[src/rtl/frogger_game_ctrl_pkg.sv]
// ----------------------------------------------------------------------------
// frogger_game_ctrl_pkg
// Shared constants for the Frogger game-sequencing controller: state
// encodings, datapath widths, the score ceiling and a saturating-increment
// helper used for the score register.
// ----------------------------------------------------------------------------
package frogger_game_ctrl_pkg;

    localparam int STATE_W     = 3;
    localparam int SCORE_W     = 7;
    localparam int LIVES_W     = 2;
    localparam int LEVEL_W     = 3;
    localparam int TIME_W      = 11;
    localparam int FRAME_CNT_W = 7;

    localparam logic [SCORE_W-1:0] SCORE_MAX = 7'd99;

    typedef enum logic [STATE_W-1:0] {
        ST_IDLE      = 3'd0,
        ST_PLAY      = 3'd1,
        ST_DYING     = 3'd2,
        ST_LEVEL_UP  = 3'd3,
        ST_GAME_OVER = 3'd4
    } state_e;

    // Score + 1, holding at SCORE_MAX.
    function automatic logic [SCORE_W-1:0] score_sat_inc(input logic [SCORE_W-1:0] v);
        logic [SCORE_W-1:0] r;
        if (v >= SCORE_MAX) begin
            r = SCORE_MAX;
        end else begin
            r = v + 7'd1;
        end
        return r;
    endfunction

endpackage

[src/rtl/frogger_game_ctrl_if.sv]
// ----------------------------------------------------------------------------
// frogger_game_ctrl_if
// Bundles the controller's game-facing signals.
//   master : environment side (switch/collision logic) drives the i_* inputs
//            and observes the o_* status outputs.
//   slave  : the controller itself.
// Signals: i_Frame_Tick, i_Any_Switch, i_Collision, i_Frog_At_Goal (inputs);
//          o_State, o_Move_En, o_Frog_Respawn, o_Score, o_Lives, o_Level,
//          o_Time_Left (outputs).
// ----------------------------------------------------------------------------
interface frogger_game_ctrl_if;
    import frogger_game_ctrl_pkg::*;

    logic                 i_Frame_Tick;
    logic                 i_Any_Switch;
    logic                 i_Collision;
    logic                 i_Frog_At_Goal;
    logic [STATE_W-1:0]   o_State;
    logic                 o_Move_En;
    logic                 o_Frog_Respawn;
    logic [SCORE_W-1:0]   o_Score;
    logic [LIVES_W-1:0]   o_Lives;
    logic [LEVEL_W-1:0]   o_Level;
    logic [TIME_W-1:0]    o_Time_Left;

    modport master (
        output i_Frame_Tick, i_Any_Switch, i_Collision, i_Frog_At_Goal,
        input  o_State, o_Move_En, o_Frog_Respawn, o_Score, o_Lives,
               o_Level, o_Time_Left
    );

    modport slave (
        input  i_Frame_Tick, i_Any_Switch, i_Collision, i_Frog_At_Goal,
        output o_State, o_Move_En, o_Frog_Respawn, o_Score, o_Lives,
               o_Level, o_Time_Left
    );

endinterface

[src/rtl/frogger_game_ctrl_frame_counter.sv]
// ----------------------------------------------------------------------------
// frogger_game_ctrl_frame_counter
// Clearable counter of frame-tick pulses with a terminal-count strobe.
// Ports:
//   clk_i    : system clock
//   rst_i    : synchronous active-high reset
//   clear_i  : synchronous clear (wins over counting)
//   tick_i   : frame tick, already qualified by the owning state
//   done_o   : high in the cycle the TERMINAL-th tick arrives
// done_o is a same-cycle strobe so the controller can change state on the
// very edge that samples the terminal tick; the controller registers the
// resulting state, so nothing combinational reaches a top-level output.
// ----------------------------------------------------------------------------
module frogger_game_ctrl_frame_counter
    import frogger_game_ctrl_pkg::*;
#(
    parameter int TERMINAL = 2
) (
    input  logic clk_i,
    input  logic rst_i,
    input  logic clear_i,
    input  logic tick_i,
    output logic done_o
);

    localparam logic [FRAME_CNT_W-1:0] LAST = FRAME_CNT_W'(TERMINAL - 1);

    logic [FRAME_CNT_W-1:0] count_q;
    logic [FRAME_CNT_W-1:0] count_d;

    assign done_o = tick_i && (count_q == LAST);

    // Next count: clear first, wrap on terminal, otherwise count ticks.
    always_comb begin
        count_d = count_q;
        if (clear_i) begin
            count_d = '0;
        end else if (done_o) begin
            count_d = '0;
        end else if (tick_i) begin
            count_d = count_q + 7'd1;
        end else begin
            count_d = count_q;
        end
    end

    // Count register.
    always_ff @(posedge clk_i) begin
        if (rst_i) begin
            count_q <= '0;
        end else begin
            count_q <= count_d;
        end
    end

endmodule

[src/rtl/frogger_game_ctrl.sv]
// ----------------------------------------------------------------------------
// frogger_game_ctrl
// Game-sequencing controller for Frogger: decides when the frog may move,
// when it respawns, and how score, lives and level evolve.
// Ports:
//   i_Clk    : 25 MHz system clock
//   i_Reset  : synchronous active-high reset
//   bus      : frogger_game_ctrl_if.slave (frame tick, switches, collision,
//              goal in; state, move enable, respawn, score, lives, level,
//              time left out)
// Optional feature: define FROGGER_TIMER_EN to build the per-life time limit
// (o_Time_Left loads TIME_LIMIT_FRAMES on respawn, counts frame ticks in
// PLAY, and reaching zero is a death). Without it o_Time_Left is 0.
// ----------------------------------------------------------------------------
module frogger_game_ctrl
    import frogger_game_ctrl_pkg::*;
#(
    parameter int START_LIVES       = 3,
    parameter int MAX_LEVEL         = 7,
    parameter int DEATH_FRAMES      = 60,
    parameter int LEVELUP_FRAMES    = 90,
    parameter int TIME_LIMIT_FRAMES = 1800
) (
    input  logic                 i_Clk,
    input  logic                 i_Reset,
    frogger_game_ctrl_if.slave   bus
);

    localparam logic [LIVES_W-1:0] LIVES_INIT = LIVES_W'(START_LIVES);
    localparam logic [LEVEL_W-1:0] LEVEL_TOP  = LEVEL_W'(MAX_LEVEL);

    state_e               state_q, state_d;
    logic [SCORE_W-1:0]   score_q, score_d;
    logic [LIVES_W-1:0]   lives_q, lives_d;
    logic [LEVEL_W-1:0]   level_q, level_d;
    logic                 move_en_q, move_en_d;
    logic                 respawn_q, respawn_d;
    logic                 sw_prev_q;

    logic                 start_evt_s;
    logic                 state_change_s;
    logic                 dying_done_s;
    logic                 lvlup_done_s;
    logic                 timeout_s;
    logic [TIME_W-1:0]    time_left_s;

    // sw_prev_q resets high so a switch held through reset is not an edge.
    assign start_evt_s    = bus.i_Any_Switch & ~sw_prev_q;
    assign state_change_s = (state_d != state_q);

    // Ticks are only offered in the owning state, so a tick that arrives on
    // the entry edge (sampled while still in PLAY) is never counted.
    frogger_game_ctrl_frame_counter #(
        .TERMINAL (DEATH_FRAMES)
    ) u_dying_cnt (
        .clk_i   (i_Clk),
        .rst_i   (i_Reset),
        .clear_i (state_change_s),
        .tick_i  (bus.i_Frame_Tick && (state_q == ST_DYING)),
        .done_o  (dying_done_s)
    );

    frogger_game_ctrl_frame_counter #(
        .TERMINAL (LEVELUP_FRAMES)
    ) u_lvlup_cnt (
        .clk_i   (i_Clk),
        .rst_i   (i_Reset),
        .clear_i (state_change_s),
        .tick_i  (bus.i_Frame_Tick && (state_q == ST_LEVEL_UP)),
        .done_o  (lvlup_done_s)
    );

    // Next-state and next-value logic for the game FSM.
    always_comb begin
        state_d = state_q;
        score_d = score_q;
        lives_d = lives_q;
        level_d = level_q;
        case (state_q)
            ST_IDLE: begin
                if (start_evt_s) begin
                    state_d = ST_PLAY;
                    score_d = 7'd0;
                    lives_d = LIVES_INIT;
                    level_d = 3'd0;
                end else begin
                    state_d = ST_IDLE;
                end
            end
            ST_PLAY: begin
                // Death outranks goal; leaving PLAY at once guarantees a
                // single life lost per entry, even with timeout + collision.
                if (bus.i_Collision || timeout_s) begin
                    state_d = ST_DYING;
                    if (lives_q != 2'd0) begin
                        lives_d = lives_q - 2'd1;
                    end else begin
                        lives_d = 2'd0;
                    end
                end else if (bus.i_Frog_At_Goal) begin
                    state_d = ST_LEVEL_UP;
                    score_d = score_sat_inc(score_q);
                    if (level_q >= LEVEL_TOP) begin
                        level_d = LEVEL_TOP;
                    end else begin
                        level_d = level_q + 3'd1;
                    end
                end else begin
                    state_d = ST_PLAY;
                end
            end
            ST_DYING: begin
                if (dying_done_s) begin
                    if (lives_q == 2'd0) begin
                        state_d = ST_GAME_OVER;
                    end else begin
                        state_d = ST_PLAY;
                    end
                end else begin
                    state_d = ST_DYING;
                end
            end
            ST_LEVEL_UP: begin
                if (lvlup_done_s) begin
                    state_d = ST_PLAY;
                end else begin
                    state_d = ST_LEVEL_UP;
                end
            end
            ST_GAME_OVER: begin
                if (start_evt_s) begin
                    state_d = ST_IDLE;
                end else begin
                    state_d = ST_GAME_OVER;
                end
            end
            default: begin
                state_d = ST_IDLE;
            end
        endcase
        move_en_d = (state_d == ST_PLAY);
        respawn_d = (state_d == ST_PLAY) && (state_q != ST_PLAY);
    end

    // Game FSM and registered status outputs.
    always_ff @(posedge i_Clk) begin
        if (i_Reset) begin
            state_q   <= ST_IDLE;
            score_q   <= 7'd0;
            lives_q   <= LIVES_INIT;
            level_q   <= 3'd0;
            move_en_q <= 1'b0;
            respawn_q <= 1'b0;
            sw_prev_q <= 1'b1;
        end else begin
            state_q   <= state_d;
            score_q   <= score_d;
            lives_q   <= lives_d;
            level_q   <= level_d;
            move_en_q <= move_en_d;
            respawn_q <= respawn_d;
            sw_prev_q <= bus.i_Any_Switch;
        end
    end

`ifdef FROGGER_TIMER_EN
    localparam logic [TIME_W-1:0] TIME_LOAD = TIME_W'(TIME_LIMIT_FRAMES);

    logic [TIME_W-1:0] time_left_q, time_left_d;

    // The tick that takes the timer from 1 to 0 is the death event.
    assign timeout_s = (state_q == ST_PLAY) && bus.i_Frame_Tick &&
                       (time_left_q == 11'd1);

    // Reload on every respawn, count down on ticks in PLAY, else hold.
    always_comb begin
        time_left_d = time_left_q;
        if (respawn_d) begin
            time_left_d = TIME_LOAD;
        end else if ((state_q == ST_PLAY) && bus.i_Frame_Tick &&
                     (time_left_q != 11'd0)) begin
            time_left_d = time_left_q - 11'd1;
        end else begin
            time_left_d = time_left_q;
        end
    end

    // Time-left register.
    always_ff @(posedge i_Clk) begin
        if (i_Reset) begin
            time_left_q <= 11'd0;
        end else begin
            time_left_q <= time_left_d;
        end
    end

    assign time_left_s = time_left_q;
`else
    assign timeout_s   = 1'b0;
    assign time_left_s = 11'd0;
`endif

    assign bus.o_State        = state_q;
    assign bus.o_Move_En      = move_en_q;
    assign bus.o_Frog_Respawn = respawn_q;
    assign bus.o_Score        = score_q;
    assign bus.o_Lives        = lives_q;
    assign bus.o_Level        = level_q;
    assign bus.o_Time_Left    = time_left_s;

endmodule

[src/flat_wrapper.sv]
// flat-port wrapper written by rule: the top's interface ports become plain ports
module frogger_game_ctrl_flat import frogger_game_ctrl_pkg::*;
#(
    parameter int START_LIVES       = 3,
    parameter int MAX_LEVEL         = 7,
    parameter int DEATH_FRAMES      = 60,
    parameter int LEVELUP_FRAMES    = 90,
    parameter int TIME_LIMIT_FRAMES = 1800
)
  (i_Clk, i_Reset, bus_i_Frame_Tick, bus_i_Any_Switch, bus_i_Collision, bus_i_Frog_At_Goal, bus_o_State, bus_o_Move_En, bus_o_Frog_Respawn, bus_o_Score, bus_o_Lives, bus_o_Level, bus_o_Time_Left);
  frogger_game_ctrl_if bus_i ();
  input  logic i_Clk;
  input  logic i_Reset;
  input wire logic [$bits(bus_i.i_Frame_Tick)-1:0] bus_i_Frame_Tick;
  input wire logic [$bits(bus_i.i_Any_Switch)-1:0] bus_i_Any_Switch;
  input wire logic [$bits(bus_i.i_Collision)-1:0] bus_i_Collision;
  input wire logic [$bits(bus_i.i_Frog_At_Goal)-1:0] bus_i_Frog_At_Goal;
  output wire logic [$bits(bus_i.o_State)-1:0] bus_o_State;
  output wire logic [$bits(bus_i.o_Move_En)-1:0] bus_o_Move_En;
  output wire logic [$bits(bus_i.o_Frog_Respawn)-1:0] bus_o_Frog_Respawn;
  output wire logic [$bits(bus_i.o_Score)-1:0] bus_o_Score;
  output wire logic [$bits(bus_i.o_Lives)-1:0] bus_o_Lives;
  output wire logic [$bits(bus_i.o_Level)-1:0] bus_o_Level;
  output wire logic [$bits(bus_i.o_Time_Left)-1:0] bus_o_Time_Left;
  assign bus_i.i_Frame_Tick = bus_i_Frame_Tick;
  assign bus_i.i_Any_Switch = bus_i_Any_Switch;
  assign bus_i.i_Collision = bus_i_Collision;
  assign bus_i.i_Frog_At_Goal = bus_i_Frog_At_Goal;
  assign bus_o_State = bus_i.o_State;
  assign bus_o_Move_En = bus_i.o_Move_En;
  assign bus_o_Frog_Respawn = bus_i.o_Frog_Respawn;
  assign bus_o_Score = bus_i.o_Score;
  assign bus_o_Lives = bus_i.o_Lives;
  assign bus_o_Level = bus_i.o_Level;
  assign bus_o_Time_Left = bus_i.o_Time_Left;
  frogger_game_ctrl #(.START_LIVES(START_LIVES), .MAX_LEVEL(MAX_LEVEL), .DEATH_FRAMES(DEATH_FRAMES), .LEVELUP_FRAMES(LEVELUP_FRAMES), .TIME_LIMIT_FRAMES(TIME_LIMIT_FRAMES)) u_core (.i_Clk(i_Clk), .i_Reset(i_Reset), .bus(bus_i));
endmodule
[config.mk]
export PLATFORM = sky130hd
export DESIGN_NAME = frogger_game_ctrl_flat
export DESIGN_NICKNAME = d
export VERILOG_FILES = /design/src/rtl/frogger_game_ctrl_pkg.sv /design/src/rtl/frogger_game_ctrl_if.sv /design/src/rtl/frogger_game_ctrl_frame_counter.sv /design/src/rtl/frogger_game_ctrl.sv /design/src/flat_wrapper.sv
export SDC_FILE = /design/constraint.sdc
export NUM_CORES = 1
export LEC_CHECK = 0
export ABC_AREA = 1
export CORE_MARGIN = 1
export CORE_UTILIZATION = 35
export DETAILED_ROUTE_END_ITERATION = 16
export GPL_TIMING_DRIVEN = 0
export PLACE_DENSITY_LB_ADDON = 0.25
export SLEW_MARGIN = 10
export SYNTH_ARGS = -nofsm -noshare
export SYNTH_HDL_FRONTEND = slang
export SYNTH_SLANG_ARGS = --single-unit
[constraint.sdc]
create_clock -name i_Clk -period 3.8 [get_ports i_Clk]
set_clock_uncertainty 0.2 [all_clocks]
set_input_delay 0.57 -clock i_Clk [delete_from_list [all_inputs] [get_ports i_Clk]]
set_output_delay 0.57 -clock i_Clk [all_outputs]
set_load 0.005 [all_outputs]
==> flow_results.org, run 1 <==
** Logic synthesis
- For this run, the leading register cell type out of synthesis is dfxtp_1.
- Top-area cell type share of the netlist area :: 35.7%
- Sorting the synthesized cells by area gives the leading types as dfxtp_1 36%, nand2_1 8.8%, inv_1 6.9%.
- Netlist cell types :: 31
- Most instantiated library cell after synthesis :: nand2_1
- Post-synthesis instance area :: 0.00180 mm2
- Synthesized area per cell :: 7.39 um2
- Leading area contributor after synthesis :: dfxtp_1
- Yosys printed 0 warnings.
- Post-synthesis sequential area ratio :: 35.7%
- Synthesis handed over a netlist of roughly 240 instances.
- Number of enable flip-flop cells after synthesis :: 0
- Async set-or-reset flop fraction in the synthesized netlist :: 0%
- The synthesized design contains 32 register bits.
- Most frequent cells after synthesis :: 42 x nand2_1, 33 x inv_1, 32 x dfxtp_1

** STA
- Final count of pins violating max slew :: 0
- Dividing the final minimum period by the clock period gives 57.5%.
- Setup repair after global routing left no endpoint under its margin.
- The total count of hold-check failures in the final report was 0.
- At the pin with the least slew margin, the transition time is about 520 ps.
- Measured against its own limit, the worst slew margin works out to around two thirds.
- Final-layout setup total negative slack :: 0 ps
- Highest attainable clock frequency :: about 460 MHz
- Final setup violation count :: 0
- Min Clock Period, post-route :: between 2000 and 2500 ps

** Floorplan
- The die is 73.7 um tall.
- For this configuration, the core starts out at a cell density of 37.3%.
- After floorplanning, the core was divided into 25 placement rows.
- In this run the count of I/O pins placed on the die edge is 34.
- Horizontal die dimension :: about 74 um
- The die covers 0.00542 mm2.
- The core region is 0.00482 mm2.

** Placed design
- Buffers placed on the I/O ports in this run total 22.
- The placed instances occupy a cell area of 0.00214 mm2.
- Placed wire-length estimate :: around 2600 um
- Total placed cells including tap cells :: 342
- Placer's final routability congestion estimate :: ~0.75

** Power
- In this run the power density over the cells is 306 mW/mm2.
- The worst-case IR drop observed on VDD is 0.000154 V.
- Power Total :: 683 uW
- Reported leakage power :: 0.942 nW

** Setup path
- Of all nets on the critical path, the largest fanout is 10.
- In this run the register-to-register setup slack is approximately 1800 ps.
- Kind of critical path :: in2reg
- Req. time, crit path :: 3820 ps
- Startpoint types :: input pin
- STA puts the critical path data arrival time at ~2200 ps.
- Crit end category :: flop

** Clock tree
- TritonCTS created 5 clock buffers.
- The number of hold buffers added after CTS was 0.
- Sink Count :: 32
- Maximum clock insertion buffer count :: 2
- H-tree level count :: 2
- Clock-pin slew on the worst setup and hold paths :: 70 ps
- Buffers added to address setup during post-CTS repair amount to 0.
- Resized Gates After CTS :: 0
- TritonCTS built the clock tree.
- The tree is rooted in a clkbuf_8.
- Clock latency of the later-clocked register in the worst-skew pair :: 280 ps

** Global route
- The via count of the first global-routing pass came to 1361.
- Combined global-route utilization of all metal layers :: 14.4%
- Entering global routing, the biggest net connects 11 pins.
- The first global-routing pass estimated around 5900 um of wire.
- Number of antenna violations at the first check in global routing :: 0
- Total overflow reported by the global router :: 0

** Routing
- Vias per inst :: 4.30
- Drc violations :: 0
- For this block, the routed nets add up to 3360 um of wire.
- After detailed routing, the average wire length per cell comes to 9.61 um.
- Pre-Repair DR Iteration Count :: 4
- In this run the remaining antenna-violating nets after routing total 0.
- First DRT Iteration DRCs :: 54
- Vias :: around 1500

** Layout
- Final cell utilization of the core :: 46.3%
- The area growth from synthesis to layout is 24.2%.
- The number of antenna diodes in the final layout is 0.
- Total Nets Final :: 294
- Fill cells :: 506
- Post-route non-filler standard cell count :: 350
- After routing the design area is 0.00223 mm2.
- Fraction of layout instances using a drive strength above 1 :: between 10% and 20%

** Run
- Across the run, the number of max-cap violations was 0.

** Hold path
- HP Class :: reg2reg

** Outcome
- Outcome :: completed
==> path summary, 6_finish.rpt <==
check,depth (start not counted),from,endpoint
setup / recovery,12,bus_i_Any_Switch,u_core.u_dying_cnt.count_q[5]
hold / removal,2,u_core.bus.o_Lives[1],u_core.bus.o_Lives[1]
hold reg to reg,2,u_core.bus.o_Lives[1],u_core.bus.o_Lives[1]
setup reg to reg,11,u_core.u_dying_cnt.count_q[0],u_core.u_dying_cnt.count_q[5]
==> kinds of logic after synthesis <==
| logic type | count (synthesis) | synth area share, % |
|---|---|---|
| xor+xnor | 12 | 5.85 |
| simple gates | 114 | 32.4 |
| flops | 32 | 35.7 |
| fa+ha+maj | 6 | 4.18 |
| buf+inv | 50 | 13.2 |
| other cells | 1 | 0.209 |
| compound gates | 28 | 8.57 |
==> registers in the layout, summed over array words and instances, names as in the netlist <==
register / count
u_core.bus.o_Move_En: 1
u_core.u_lvlup_cnt.count_q: 7
u_core.bus.o_State: 3
u_core.bus.o_Score: 7
u_core.sw_prev_q: 1
u_core.u_dying_cnt.count_q: 7
u_core.bus.o_Level: 3
u_core.bus.o_Frog_Respawn: 1
u_core.bus.o_Lives: 2
==> critical path, cell delays in order <==
cell and delay (ps):
clkdlybuf4s50_1 460, inv_1 50, nor2_1 180, nand3_2 140
inv_2 110, nor2_4 40, nand3_1 80, nand2_1 60
nor2_2 100, nand3_2 140, buf_6 200, nor2_2 80
==> where the power goes <==
| part | total, mW | switching, mW | leakage, nW | internal (mW) |
|---|---|---|---|---|
| clock | 0.271 | 0.126 | 0.0510 | 0.144 |
| sequential | 0.344 | 0.00433 | 0.259 | 0.339 |
| combinational | 0.0683 | 0.0380 | 0.632 | 0.0303 |
==> per-stage QoR <==
stage,hold slack [ps],setup slack [ps]
2_1_floorplan,273,2000
3_3_place_gp,291,1330
3_5_place_dp,291,1310
4_1_cts,305,1590
5_1_grt,335,1460
6_report,298,1610
==> cell usage in the layout, fill, tap and decap left out, drive strengths merged <==
cell type and instances:
nor3 2, nand3b 2, nor3b 1, xnor2 6, and3 1, dfxtp 32, nand3 19, o21ai 13
xor2 6, clkdlybuf4s50 22, inv 37, nand4 2, clkbuf 7, or2 4, o211ai 2, nand2 46
nor2 37, ha 6, a21oi 12, clkinv 2, a31o 1, buf 12, conb 11
==> per-layer routing <==
layer	global-route usage [%]	wire length, um	vias to the layer above
met3	3.43	136	7
met2	22.5	1500	25
met5	0	0	-
met1	17.9	1640	656
li1	-	-	816
met4	8.33	78	0
==> area by class of cell <==
cell class | count | area [um2] | share of cell area [%]
plain buffers | 13 | 97.6 | 4.37
clock buffers | 6 | 82.6 | 3.70
clock inverters | 2 | 10.0 | 0.449
inverters | 37 | 139 | 6.23
multi-input cells | 171 | 957 | 42.9
flip-flops and latches | 32 | 641 | 28.7
well taps | 67 | 83.8 | 3.76
repair buffers | 22 | 220 | 9.87
Power figures use the tool's default switching activity.
==> run 2: changes to the inputs <==
Clock period 3.8 ns to 2.3 ns, I/O delays scaled along.
==> results of run 2 <==
The final DEF is identical to that of run 1. Status: completed.
Main changes from that run: setup slack after placement 1310 ps -> 36.9 ps; setup slack after layout 1610 ps -> 303 ps; start point of the critical path bus_i_Any_Switch -> u_core.u_dying_cnt.count_q[0]; register-to-register setup slack 1800 ps -> 300 ps; total power 0.683 mW -> 1.13 mW; worst IR drop on VDD 0.000154 V -> 0.000255 V
==> run 3: changes to the inputs <==
Settings changed: CORE_ASPECT_RATIO set to 0.7.
Clock period 2.3 ns to 2.36 ns, I/O delays scaled along.
==> run 3 against run 2 <==
Net effect: sequential power down 2%; first-iteration DRC count down 22%; setup slack better by 51 ps; flip-flop and latch count unchanged; sequential share of layout area unchanged; clock power down 2%; wire length up 4.7%; largest cell class unchanged; die area about the same; total power down 2.2%; cell count up 0.57%; register-to-register slack better by 80 ps; non-clock buffer count unchanged; critical path type is now in2reg.
==> flow_results.org, run 3 (synthesis gave the netlist of run 1 again) <==
** Outcome
- The run finished with clean final reports.

** Setup path
- Data on the critical path arrives at its endpoint at 1990 ps.
- The setup path with the least slack is of type in2reg.
- The worst setup path is launched from an input pin.
- STA classifies the critical path endpoint as a flop.
- At the worst endpoint, the required time is 2340 ps.
- Of all nets on the critical path, the largest fanout is 10.

** Power
- Of the total power, the share spent switching nets is between 20% and 30%.
- Per report_power, the sequential group accounts for between 50% and 60% of the total.
- The internal power of the cells totals 833 uW.
- Power Total :: 1.10 mW
- Net Switching :: 271 uW
- Per report_power, the combinational group accounts for 10.1% of the total.
- Share of total power in the clock network :: around two fifths
- Reported leakage power :: 0.936 nW
- Across the VDD grid, the largest voltage drop is 0.000255 V.
- Power spread over the standard cell area amounts to approximately 490 mW/mm2.

** Layout
- In the final layout, flip-flops and latches occupy 641 um2.
- Final Cell Area :: 0.00223 mm2
- 0 antenna diodes ended up in the layout.
- Counting the fill cells in the layout gives 498.
- The finished layout holds 352 standard cells, fillers aside.
- Fraction of layout instances using a drive strength above 1 :: 18.4%
- Relative to the synthesized area, the layout overhead comes to 24.2%.
- Leaving out fill and tap cells, the most frequent cell in the layout is nand2_1.
- In the final layout, the multi-input gates occupy 957 um2.
- Commonest cells after routing, fill and taps aside :: 42 x nand2_1, 33 x inv_1, 32 x dfxtp_1
- After the last flow step, the layout net total stands at a little under 300.
- For this run, the share of the core covered by cells in the final layout is a little under half.

** Routing
- Summed over all layers, the routed wires come to 3520 um.
- Vias per inst :: 4.30
- The count of nets left with antenna violations once routing finished came out at 0.
- Summing over every cut layer, the via total after detailed routing is 1513.
- The first routing iteration left 42 violations.
- After detailed routing, the number of remaining DRC violations is 0.
- Pre-Repair DR Iteration Count :: 4
- Wire per inst :: 10.0 um

** Floorplan
- Die footprint :: 0.00543 mm2
- IO Pins :: 34
- From bottom edge to top edge, the die measures 61.9 um.
- The initialized floorplan defines 21 standard-cell rows.
- The die is approximately 88 um wide.
- Once the floorplan was initialized, standard cells occupied 37.0% of the core.
- The core region is 0.00486 mm2.

** Global route
- The total overflow left after global routing is 0.
- Met2 Track Usage GR :: 21.5%
- Number of global-route vias before repair :: 1292
- GRT busiest layer :: met2
- First-pass GRT wire length :: 5720 um
- For this run, global-route usage on met1 was measured as 18.5%.
- Largest net degree at the start of global routing :: 11
- Combined global-route utilization of all metal layers :: 14.3%
- The number of antenna violations at the first check in global routing came to 0.
- In the global route stage, met3 resource usage came out at 4.49%.

** Clock tree
- TritonCTS built the clock tree.
- Sink Count :: 32
- Resized Gates After CTS :: 0
- The clock reaches the later pin of the worst-skew pair after approximately 290 ps.
- For this design, the CTS-stage hold fixing added 0 buffers.
- After clock tree synthesis, the clock-pin slew on the worst setup and hold paths is about 60 ps.
- Number of buffers inserted during clock tree synthesis :: 5
- Post-CTS Repair Setup Buffers :: 0
- Maximum clock insertion buffer count :: 2
- Clock tree root buffer cell :: clkbuf_8
- The H-tree was split into 2 levels.

** STA
- Final worst path period share :: a little under nine tenths
- Adding up every negative setup slack in the final design gives 0 ps.
- Once routing completed, OpenROAD measured the worst setup slack at 354 ps.
- After layout, the minimum clock period comes to 2010 ps.
- Number of failing hold endpoints at the final stage :: 0
- Derived from the worst setup path, the maximum achievable clock frequency is 498 MHz.
- Setup violations remaining at the end of the flow were counted as 0.
- Setup repair after global routing missed its margin :: false
- The max-slew violation count came to 0.
- The tightest hold path in the finished design has a slack of 302 ps.

** Placed design
- Total placed cells including tap cells :: 344
- Placer's final routability congestion estimate :: 0.803
- Port buffering added 22 buffers.
- Worst slack, placed :: roughly 35 ps
- After detailed placement, the total cell area comes to 0.00214 mm2.
- Detailed placement finished with a half-perimeter wire length of around 2600 um.

** Hold path
- The tightest min-delay check is of the reg2reg type.

** Run
- Max-capacitance violation count :: 0
-- run 3: changes by cell type in the layout (fill, tap and decap cells not counted), sizes merged --
cell    before  now
clkbuf       7    9
clkinv       2    0
-- run 3: worst max-delay path: stages --
cell and delay [ps]:
clkdlybuf4s50_1 450, inv_1 50, nor2_1 240, nand3_2 160
inv_2 110, nor2_4 30, nand2_1 110, nand2_1 60
nand2_1 70, nor2_2 40, nand3_2 110, buf_6 190
nor2_2 40
-- run 3: routing by layer --
layer,routed length [um],vias to the layer above
li1,-,817
met5,0,-
met2,1380,28
met3,157,8
met4,95,0
met1,1890,660
-- run 3: final timing paths --
path / startpoint / end / slack [ps] / cells past startpoint
hold reg to reg: u_core.bus.o_Level[2] / u_core.bus.o_Level[2] / 300 / 2
hold / removal: u_core.bus.o_Level[2] / u_core.bus.o_Level[2] / 300 / 2
setup reg to reg: u_core.u_dying_cnt.count_q[0] / u_core.u_lvlup_cnt.count_q[5] / 380 / 11
setup / recovery: bus_i_Any_Switch / u_core.u_lvlup_cnt.count_q[5] / 350 / 13
-- run 3: power by group through the flow --
stage | combinational (mW) | sequential (mW) | clock [mW]
2_1_floorplan | 0.0761 | 0.565 | 0
3_3_place_gp | 0.111 | 0.566 | 0
3_5_place_dp | 0.111 | 0.566 | 0
4_1_cts | 0.112 | 0.554 | 0.455
5_1_grt | 0.125 | 0.554 | 0.473
6_report | 0.111 | 0.554 | 0.439
-- run 3: final cells by class --
type / instances / share of cell area, %
buffer: 13 / 4.37
clock buffer: 8 / 4.04
inverter: 37 / 6.23
multi-input combinational: 171 / 42.9
sequential: 32 / 28.7
tap: 69 / 3.87
timing repair buffer: 22 / 9.87
